==> src/rtl/feeder_pkg.sv <==
`default_nettype none
// ============================================================================
// Module      : feeder_pkg
// Description : Feeder FSM state encoding and default 50 MHz timing constants.
// Revision    : 1.0 - initial release
// ============================================================================
package feeder_pkg;

    typedef enum logic [1:0] {
        ST_IDLE   = 2'd0,
        ST_OPEN   = 2'd1,
        ST_SETTLE = 2'd2,
        ST_DONE   = 2'd3
    } feed_state_t;

    localparam int unsigned DEF_CYC_PER_MS = 50000;
    localparam int unsigned DEF_PERIOD_CYC = 1000000;
    localparam int unsigned DEF_CLOSED_CYC = 50000;
    localparam int unsigned DEF_OPEN_CYC   = 100000;
    localparam int unsigned DEF_SETTLE_MS  = 500;
    localparam int unsigned DEF_MAX_DUR_MS = 10000;

    // Width of a counter holding 0..n-1, never narrower than one bit.
    function automatic int unsigned cnt_width(input int unsigned n);
        return (n < 2) ? 1 : $clog2(n);
    endfunction

endpackage
`default_nettype wire

==> src/rtl/servo_pwm_gen.sv <==
`default_nettype none
// ============================================================================
// Module      : servo_pwm_gen
// Description : Free-running servo PWM frame generator with frame-aligned width.
// Revision    : 1.0 - initial release
// ============================================================================
module servo_pwm_gen
    import feeder_pkg::*;
#(
    parameter int unsigned PERIOD_CYC = DEF_PERIOD_CYC
) (
    input  logic                            clock,
    input  logic                            reset,
    input  logic [$clog2(PERIOD_CYC+1)-1:0] width_req,
    output logic                            pwm
);

    localparam int unsigned CW = $clog2(PERIOD_CYC + 1);

    logic [CW-1:0] frame_cnt;
    logic [CW-1:0] width_q;
    logic [CW-1:0] eff_width;
    logic          frame_start;

    // The first cycle of a frame compares against the fresh request so a
    // width change never produces a runt or stretched pulse.
    assign frame_start = (frame_cnt == '0);
    assign eff_width   = frame_start ? width_req : width_q;

    always_ff @(posedge clock or negedge reset) begin
        if (!reset) begin
            frame_cnt <= '0;
            width_q   <= '0;
            pwm       <= 1'b0;
        end else begin
            pwm <= (frame_cnt < eff_width);
            if (frame_start) begin
                width_q <= width_req;
            end
            if (frame_cnt == CW'(PERIOD_CYC - 1)) begin
                frame_cnt <= '0;
            end else begin
                frame_cnt <= frame_cnt + CW'(1);
            end
        end
    end

endmodule
`default_nettype wire

==> src/rtl/feed_motor_driver.sv <==
`default_nettype none
// ============================================================================
// Module      : feed_motor_driver
// Description : Feed request sequencer: opens the servo for the requested time,
//               settles closed, then pulses completion and counts feeds.
// Revision    : 1.0 - initial release
// ============================================================================
module feed_motor_driver
    import feeder_pkg::*;
#(
    parameter int unsigned CYC_PER_MS = DEF_CYC_PER_MS,
    parameter int unsigned PERIOD_CYC = DEF_PERIOD_CYC,
    parameter int unsigned CLOSED_CYC = DEF_CLOSED_CYC,
    parameter int unsigned OPEN_CYC   = DEF_OPEN_CYC,
    parameter int unsigned SETTLE_MS  = DEF_SETTLE_MS,
    parameter int unsigned MAX_DUR_MS = DEF_MAX_DUR_MS
) (
    input  logic        clock,
    input  logic        reset,
    input  logic        feed_req,
    input  logic [31:0] duration,
    input  logic        cancel,
    output logic        motorPWM,
    output logic        busy,
    output logic        feedDone,
    output logic [15:0] feedCount
);

    localparam int unsigned PW = $clog2(PERIOD_CYC + 1);
    localparam int unsigned DW = $clog2(MAX_DUR_MS + 1);
    localparam int unsigned MW = cnt_width(CYC_PER_MS);
    localparam int unsigned SW = cnt_width(SETTLE_MS);

    feed_state_t   state;
    feed_state_t   state_next;

    logic          req_sync;
    logic          req_q;
    logic          start;
    logic [MW-1:0] ms_cnt;
    logic          tick;
    logic [DW-1:0] dur_q;
    logic [DW-1:0] sat_dur;
    logic [SW-1:0] settle_cnt;
    logic [15:0]   count_q;
    logic [PW-1:0] width_req;
    logic          state_change;

    // feed_req comes from a CPU register; one sync stage, then edge detect.
    always_ff @(posedge clock or negedge reset) begin
        if (!reset) begin
            req_sync <= 1'b0;
            req_q    <= 1'b0;
        end else begin
            req_sync <= feed_req;
            req_q    <= req_sync;
        end
    end

    assign start   = req_sync & ~req_q;
    assign tick    = (ms_cnt == MW'(CYC_PER_MS - 1));
    assign sat_dur = (duration > 32'(MAX_DUR_MS)) ? DW'(MAX_DUR_MS) : duration[DW-1:0];
    assign state_change = (state_next != state);

    always_ff @(posedge clock or negedge reset) begin
        if (!reset) begin
            state <= ST_IDLE;
        end else begin
            state <= state_next;
        end
    end

    always_comb begin
        state_next = state;
        busy       = 1'b0;
        feedDone   = 1'b0;
        width_req  = PW'(CLOSED_CYC);
        case (state)
            ST_IDLE: begin
                if (start && !cancel) begin
                    state_next = (sat_dur == '0) ? ST_SETTLE : ST_OPEN;
                end
            end
            ST_OPEN: begin
                busy      = 1'b1;
                width_req = PW'(OPEN_CYC);
                if (cancel) begin
                    state_next = ST_IDLE;
                end else if (tick && dur_q == DW'(1)) begin
                    state_next = ST_SETTLE;
                end
            end
            ST_SETTLE: begin
                busy = 1'b1;
                if (cancel) begin
                    state_next = ST_IDLE;
                end else if (tick && settle_cnt == SW'(SETTLE_MS - 1)) begin
                    state_next = ST_DONE;
                end
            end
            ST_DONE: begin
                feedDone   = 1'b1;
                state_next = ST_IDLE;
            end
            default: begin
                state_next = ST_IDLE;
            end
        endcase
    end

    // Restarting the ms counter on every state entry makes each phase an
    // exact multiple of CYC_PER_MS cycles.
    always_ff @(posedge clock or negedge reset) begin
        if (!reset) begin
            ms_cnt <= '0;
        end else if (state_change || tick) begin
            ms_cnt <= '0;
        end else begin
            ms_cnt <= ms_cnt + MW'(1);
        end
    end

    always_ff @(posedge clock or negedge reset) begin
        if (!reset) begin
            dur_q <= '0;
        end else if (state == ST_IDLE && state_change) begin
            dur_q <= sat_dur;
        end else if (state == ST_OPEN && tick) begin
            dur_q <= dur_q - DW'(1);
        end
    end

    always_ff @(posedge clock or negedge reset) begin
        if (!reset) begin
            settle_cnt <= '0;
        end else if (state_change) begin
            settle_cnt <= '0;
        end else if (state == ST_SETTLE && tick) begin
            settle_cnt <= settle_cnt + SW'(1);
        end
    end

    always_ff @(posedge clock or negedge reset) begin
        if (!reset) begin
            count_q <= '0;
        end else if (state == ST_DONE) begin
            count_q <= count_q + 16'd1;
        end
    end

    assign feedCount = count_q;

    servo_pwm_gen #(
        .PERIOD_CYC (PERIOD_CYC)
    ) u_pwm (
        .clock     (clock),
        .reset     (reset),
        .width_req (width_req),
        .pwm       (motorPWM)
    );

endmodule
`default_nettype wire

==> config.mk <==
export PLATFORM = sky130hd
export DESIGN_NAME = feed_motor_driver
export DESIGN_NICKNAME = d
export VERILOG_FILES = /design/src/rtl/feeder_pkg.sv /design/src/rtl/servo_pwm_gen.sv /design/src/rtl/feed_motor_driver.sv
export SDC_FILE = /design/constraint.sdc
export NUM_CORES = 1
export LEC_CHECK = 0
export ABC_AREA = 1
export BUFFER_PORTS_ARGS = -buffer_cell sky130_fd_sc_hd__buf_2
export CORE_MARGIN = 2
export CORE_UTILIZATION = 55
export CTS_CLUSTER_SIZE = 8
export DETAILED_ROUTE_END_ITERATION = 16
export MAX_ROUTING_LAYER = met4
export PLACE_DENSITY = 0.85
export SLEW_MARGIN = 25
export SYNTH_ARGS = -nofsm -noshare
export SYNTH_HDL_FRONTEND = slang
export SYNTH_SLANG_ARGS = --single-unit
==> constraint.sdc <==
create_clock -name clock -period 3.2 [get_ports clock]
set_clock_uncertainty 0.15 [all_clocks]
set_input_delay 0.16 -clock clock [delete_from_list [all_inputs] [get_ports clock]]
set_output_delay 0.16 -clock clock [all_outputs]
set_load 0.005 [all_outputs]
==> metrics.cfg, run 1 <==
[clock_tree]
cts_max_level = 3
clk_latency_ns = 0.38
clk_pin_slew_ns = 0.12
clockBufferDepth = 2
clock_sinks = 100
numCtsBuffers = 9
cts_tree = yes
root_buffer = clkbuf_8
post_cts_buffers = 0
cts_resized = 0

[synthesis]
synth_area_um2 = 5790
yosysUniqueCellTypes = 38
synthXorXnorAreaFrac = 0.0605
yosys_warnings = 0
synth_cells = 739
synth_area_leader_cell = dfrtp_1
synthMuxAreaShare = 0.00195
synth_area_per_cell_um2 = 7.83
synth_compound_area_frac = 0.0499
synth_fa_ha_area_frac = 0.0670
yosys.area.top_type_share = 0.432
syn_nets = 806
ys_seq_area_frac = 0.432
synth_top_family_by_area = simple AND/OR/NAND/NOR gates
synth.area.top_cells = dfrtp_1 43%, nand2_1 9.7%, inv_1 7.8%
ys_seq_elements = 100
synth-simple-area-share = 0.299

[timing]
finalHoldViolCount = 0
fin_crit_sh = 0.843
post-route-min-period_ns = 2.70
tns_ns = 0
finalSetupViolCount = 0
max_freq_mhz = 371
slew_headroom = 0.446
final_max_slew_viol_count = 0
tightest_slew_ns = 0.831
rsz0062_at_grt = false

[placement]
port_buffers = 54
place_area_um2 = 6220
gp_congestion = 0.919
dp_hpwl_mm = 9.07

[setup_path]
crit_path_end_kind = register
slowest_stage = dfrtp_1
cp_max_fo = 6
arrival_ns = 2.85
cp_cell_sequence = inv_1, ha_1, nand4_1, nor2_1, nand3_1, nor2_1, inv_1, o21ai_0, ha_1, nand2_1, nor2_1, a211oi_1, o221ai_1, a211oi_1
cp-start-kind = register
critPathKind = register to register
crit_top_cell = nor2_1
cp_slowest_stage_delay_ns = 0.42
cp.required_ns = 3.36

[die]
dieArea_um2 = 11400
fp.dieH_um = 107
die_w_um = 107
initial_core_util = 0.563
pin_count = 55
core_area_um2 = 10300
row_count = 37

[power]
max-vdd-ir-drop_mv = 0.359
power.internal_mw = 1.98
clkPwrFrac = 0.263
switching_share = 0.382
seqPwrFrac = 0.451
powerDensity_nw_per_um2 = 491
combPwrFrac = 0.286
power.switching_mw = 1.23
power.leakage_nw = 3.44

[flow_run]
maxCapViolCount = 0

[routing]
dr_total_vias = 4913
first_pass_iters = 5
viasPerCell = 5.17
ant_nets = 0
drt_iter0_markers = 224
wire_per_inst_um = 12.8
drc = 0
wl_mm = 12.1

[grt]
grt_max_degree = 64
grt_pass1_wl_mm = 21.2
grt_remaining_overflow = 0
grt_pass1_vias = 4766
grt_antenna_before_repair = 0
grt_use_total = 0.237

[finish]
layout-drive-gt1-share = 0.120
syn2layout_area_growth_pct = 13.0
mostFrequentLayoutCells = 150 x nand2_1, 120 x inv_1, 105 x nor2_1
final_common_cell = nand2_1
antennaDiodeCount = 0
final_area_um2 = 6540
nNetsFinal = 876

[min_path]
hold_path_class = input port to register

[run_status]
status = complete, no violations

[sequential cells by signal, summed over array words and instances, names as in the netlist]
| signal | cells |
|---|---|
| dur_q | 14 |
| u_pwm.frame_cnt | 20 |
| req_sync | 1 |
| feedCount | 16 |
| settle_cnt | 9 |
| u_pwm.width_q | 20 |
| u_pwm.pwm | 1 |
| ms_cnt | 16 |
| state | 2 |
| req_q | 1 |
[critical path, delay by kind of cell (launching register included)]
family	cells	cell delay, ns
flops	1	0.42
buf+inv	2	0.20
fa+ha+maj	2	0.44
compound gates	4	0.67
simple gates	6	0.74
[path summary, 6_finish.rpt]
kind,depth (start not counted),slack (ns),end,start
worst max-delay path,14,0.50,u_pwm.pwm,u_pwm.frame_cnt[0]
worst min-delay path,5,0.03,dur_q[8],duration[8]
worst max register to register,14,0.50,u_pwm.pwm,u_pwm.frame_cnt[0]
worst min register to register,0,0.24,req_q,req_sync
max in group asynchronous,3,1.96,feedCount[5],reset
min in group asynchronous,2,0.27,u_pwm.frame_cnt[19],reset
[layout make-up]
cell class / instances / area [um2]
Multi-Input combinational cell: 506 / 2770
Inverter: 124 / 465
Sequential cell: 100 / 2500
Clock inverter: 7 / 93.8
Timing Repair Buffer: 68 / 415
Fill cell: 921 / 3740
Tap cell: 136 / 170
Clock buffer: 9 / 124
[power by group through the flow]
stage / registers [mW] / clock network, mW / logic, mW
after global routing: 1.46 / 0.903 / 1.06
after detailed placement: 1.47 / 0 / 0.915
after global placement: 1.47 / 0 / 0.884
after CTS: 1.45 / 0.853 / 0.927
final: 1.45 / 0.843 / 0.917
after floorplan: 1.45 / 0 / 0.747
[stage by stage]
stage / instances / power (mW) / worst slack (ns) / hold WS [ns] / util
floorplan: 739 / 2.20 / 0.718 / -0.286 / -
global placement: 924 / 2.35 / 0.564 / 0.131 / 0.606
detailed placement: 924 / 2.39 / 0.522 / 0.126 / 0.606
CTS: 950 / 3.23 / 0.495 / 0.0100 / 0.636
global route: 950 / 3.43 / 0.236 / 0.0590 / 0.636
finish: 950 / 3.21 / 0.504 / 0.0295 / 0.636
[cell usage after synthesis]
| master | n |
|---|---|
| o21ai_0 | 15 |
| nor3b_2 | 1 |
| inv_2 | 4 |
| nor3_1 | 20 |
| nor4_1 | 7 |
| buf_1 | 1 |
| nand3_1 | 51 |
| buf_2 | 2 |
| ha_1 | 31 |
| clkbuf_1 | 4 |
| nand3b_1 | 1 |
| nor2_1 | 105 |
| nand4_1 | 26 |
| mux2_2 | 1 |
| a21o_1 | 1 |
| nand2_1 | 150 |
| nand3_4 | 1 |
| o221ai_1 | 1 |
| nand2_2 | 5 |
| a211oi_1 | 2 |
| xnor2_1 | 14 |
| nor3_2 | 3 |
| nand2_4 | 1 |
| a211oi_2 | 1 |
| o21ai_1 | 2 |
| and3_1 | 3 |
| xor2_1 | 26 |
| a21oi_1 | 21 |
| o22ai_1 | 1 |
| dfrtp_1 | 100 |
| o21a_1 | 5 |
| inv_1 | 120 |
| nor2_4 | 2 |
| nor2_2 | 3 |
| buf_6 | 2 |
| nand4_2 | 1 |
| nor3b_1 | 4 |
| o221a_2 | 1 |
[layer usage]
metal  vias up  global-route usage  part of all wire
met1      2275               0.318              0.47
met5         -                   -                 0
met2       119               0.371              0.46
met4         0              0.0863             0.023
met3        26              0.0328             0.047
li1       2493                   -                 -
[what timing repair did]
item | in CTS | in global routing
setup endpoints to repair | 0 | 0
hold buffers | 10 | 0
hold endpoints to repair | 71 | 0
[cells by family (layout without fill, tap and decap cells)]
group | after synthesis | after routing
mux | 1 | 1
flops | 100 | 100
buf+inv | 133 | 208
simple gates | 384 | 384
fa+ha+maj | 31 | 31
xor+xnor | 40 | 40
compound gates | 50 | 50
Power figures use the tool's default switching activity.
==> inputs of run 2 (changes only) <==
==> constraint.sdc (replaced) <==
create_clock -name clock -period 2.8 [get_ports clock]
set_clock_uncertainty 0.15 [all_clocks]
set_input_delay 0.14 -clock clock [delete_from_list [all_inputs] [get_ports clock]]
set_output_delay 0.14 -clock clock [all_outputs]
set_load 0.005 [all_outputs]
==> run 2 against run 1 <==
Net effect:
- count of clock-buffer cells in the layout did not move
- final area rose by 1.7%
- cell count up 1.4%
- die area did not move
- global-route usage is 0.88 points higher
- sequential share of layout area shrank 0.63 points
==> metrics.cfg, run 2 (synthesis results as in run 1) <==
[timing]
slew_headroom = 0.601  ; +0.155
fin_crit_sh = 0.959  ; +0.117
tightest_slew_ns = 0.598  ; -0.233 ns
max_freq_mhz = 372  ; +0.39%
finalHoldViolCount = 0  ; unchanged
rsz0062_at_grt = true
finalSetupViolCount = 0  ; unchanged
final_max_slew_viol_count = 0  ; unchanged
post-route-min-period_ns = 2.69  ; -0.0104 ns

[clock_tree]
clockBufferDepth = 2  ; unchanged
root_buffer = clkbuf_8
numCtsBuffers = 9  ; unchanged
clk_pin_slew_ns = 0.11  ; about the same
cts_tree = yes
clock_sinks = 100  ; unchanged
clk_latency_ns = 0.37  ; about the same
cts_max_level = 3  ; unchanged

[routing]
drt_iter0_markers = 410  ; +83%
drc = 0  ; unchanged
wire_per_inst_um = 12.9  ; +0.86%
first_pass_iters = 5  ; unchanged
ant_nets = 0  ; unchanged
viasPerCell = 5.18  ; +0.14%
dr_total_vias = 4987  ; +1.5%
wl_mm = 12.4  ; +2.2%

[placement]
dp_hpwl_mm = 9.37  ; +3.3%
gp_congestion = 0.972  ; +5.8%
dp_cells = 933  ; +0.97%
place_area_um2 = 6280  ; +0.88%
port_buffers = 54  ; unchanged

[setup_path]
crit_path_end_kind = register
arrival_ns = 2.83  ; -0.02 ns
cp_max_fo = 5  ; -1
cp_cell_sequence = inv_1, ha_1, nand4_1, nor2_1, nand3_2, buf_4, a21oi_2, ha_1, a21oi_1, o21a_1, o221a_2, nor2_1, a211oi_2
rrSetupSlack_ns = 0.11  ; -0.39 ns
r2r-end = u_pwm.pwm
slowest_stage = dfrtp_1
cp_slowest_stage_delay_ns = 0.41  ; about the same
cp-start-kind = register
crit-reg2reg-launch = u_pwm.frame_cnt[0]
cp.required_ns = 2.94  ; -0.42 ns
reg2reg_depth = 13  ; -1
critPathKind = register to register

[die]
row_count = 37  ; unchanged
dieArea_um2 = 11400  ; unchanged
fp.dieH_um = 107  ; unchanged
initial_core_util = 0.563  ; unchanged
core_area_um2 = 10300  ; unchanged
pin_count = 55  ; unchanged
die_w_um = 107  ; unchanged

[grt]
grt_use_total = 0.246  ; +0.00885
grt_antenna_before_repair = 0  ; unchanged
grt_remaining_overflow = 0  ; unchanged
grt_pass1_wl_mm = 22.0  ; +3.8%
grt_max_degree = 49  ; -23%
grt_pass1_vias = 4802  ; +0.76%

[finish]
top_regs = u_pwm.frame_cnt: 20 flops, u_pwm.width_q: 20 flops
mostFrequentLayoutCells = 150 x nand2_1, 119 x inv_1, 104 x nor2_1
nNetsFinal = 889  ; +1.5%
syn2layout_area_growth_pct = 14.9
final_common_cell = nand2_1
antennaDiodeCount = 0  ; unchanged
final_area_um2 = 6650  ; +1.7%
fin_cells = 963  ; +1.4%
fillers = 882  ; -4.2%
finalCoreUtilization = 0.647  ; +0.0106
layout-drive-gt1-share = 0.144  ; +0.0235

[run_status]
status = complete, no violations

[power]
total_power_mw = 3.62  ; +13%
power.leakage_nw = 3.48  ; +1.4%
powerDensity_nw_per_um2 = 545  ; +11%
max-vdd-ir-drop_mv = 0.374  ; +4.2%

[min_path]
whs_endpoint = dur_q[1]
hold_path.startpoint = duration[1]
hold_depth = 5  ; unchanged
hold_path_class = input port to register

[flow_run]
maxCapViolCount = 0  ; unchanged

[run 2: metal layers]
layer | track usage | vias to the layer above | part of all wire
met5 | - | - | 0
met4 | 0.0826 | 0 | 0.015
met3 | 0.0286 | 15 | 0.040
met2 | 0.377 | 118 | 0.46
met1 | 0.343 | 2342 | 0.48
li1 | - | 2512 | -
[run 2: layout make-up]
cell class / instances / area [um2] / share of cell area
Clock buffer: 9 / 124 / 0.0186
Multi-Input combinational cell: 506 / 2820 / 0.423
Inverter: 124 / 465 / 0.0700
Clock inverter: 7 / 68.8 / 0.0103
Sequential cell: 100 / 2500 / 0.376
Timing Repair Buffer: 81 / 504 / 0.0758
Tap cell: 136 / 170 / 0.0256
[run 2: where the power goes]
| group | switching, mW | internal [mW] | leakage [nW] |
|---|---|---|---|
| logic | 0.708 | 0.370 | 2.08 |
| clock network | 0.549 | 0.345 | 0.0911 |
| registers | 0.0991 | 1.55 | 1.31 |
[run 2: how the worst max path moves through the flow]
stage | startpoint | endpoint | slack [ns]
3_5_place_dp | u_pwm.frame_cnt[0] | u_pwm.pwm | 0.11
4_1_cts | u_pwm.frame_cnt[0] | u_pwm.pwm | 0.07
3_3_place_gp | u_pwm.frame_cnt[0] | u_pwm.pwm | 0.24
6_report | u_pwm.frame_cnt[0] | u_pwm.pwm | 0.11
5_1_grt | u_pwm.frame_cnt[0] | u_pwm.pwm | -0.1
2_1_floorplan | u_pwm.frame_cnt[11] | u_pwm.pwm | 0.32
[run 2: critical path, delay by kind of cell, from the launching register on]
family | cells | cell delay [ns]
AO/OA/AOI/OAI | 5 | 0.83
AND/OR/NAND/NOR | 4 | 0.50
adder cells (fa/ha/maj) | 2 | 0.41
buffers and inverters | 2 | 0.30
flip-flops | 1 | 0.41
[run 2: what timing repair did]
| action | CTS | global route |
|---|---|---|
| endpoints found under the hold margin | 54 | 0 |
| endpoints found under the setup margin | 0 | 5 |
| setup buffers | 0 | 4 |
| resized for setup | 0 | 12 |
| hold buffers | 10 | 0 |
[run 2: through the flow]
stage          hold WS (ns)  setup slack [ns]  setup TNS, ns
6_report             0.0264             0.114              0
5_1_grt              0.0209           -0.0971        -0.0971
4_1_cts             0.00697            0.0741              0
3_5_place_dp         0.0269             0.109              0
3_3_place_gp         0.0252             0.238              0
2_1_floorplan        -0.306             0.318              0
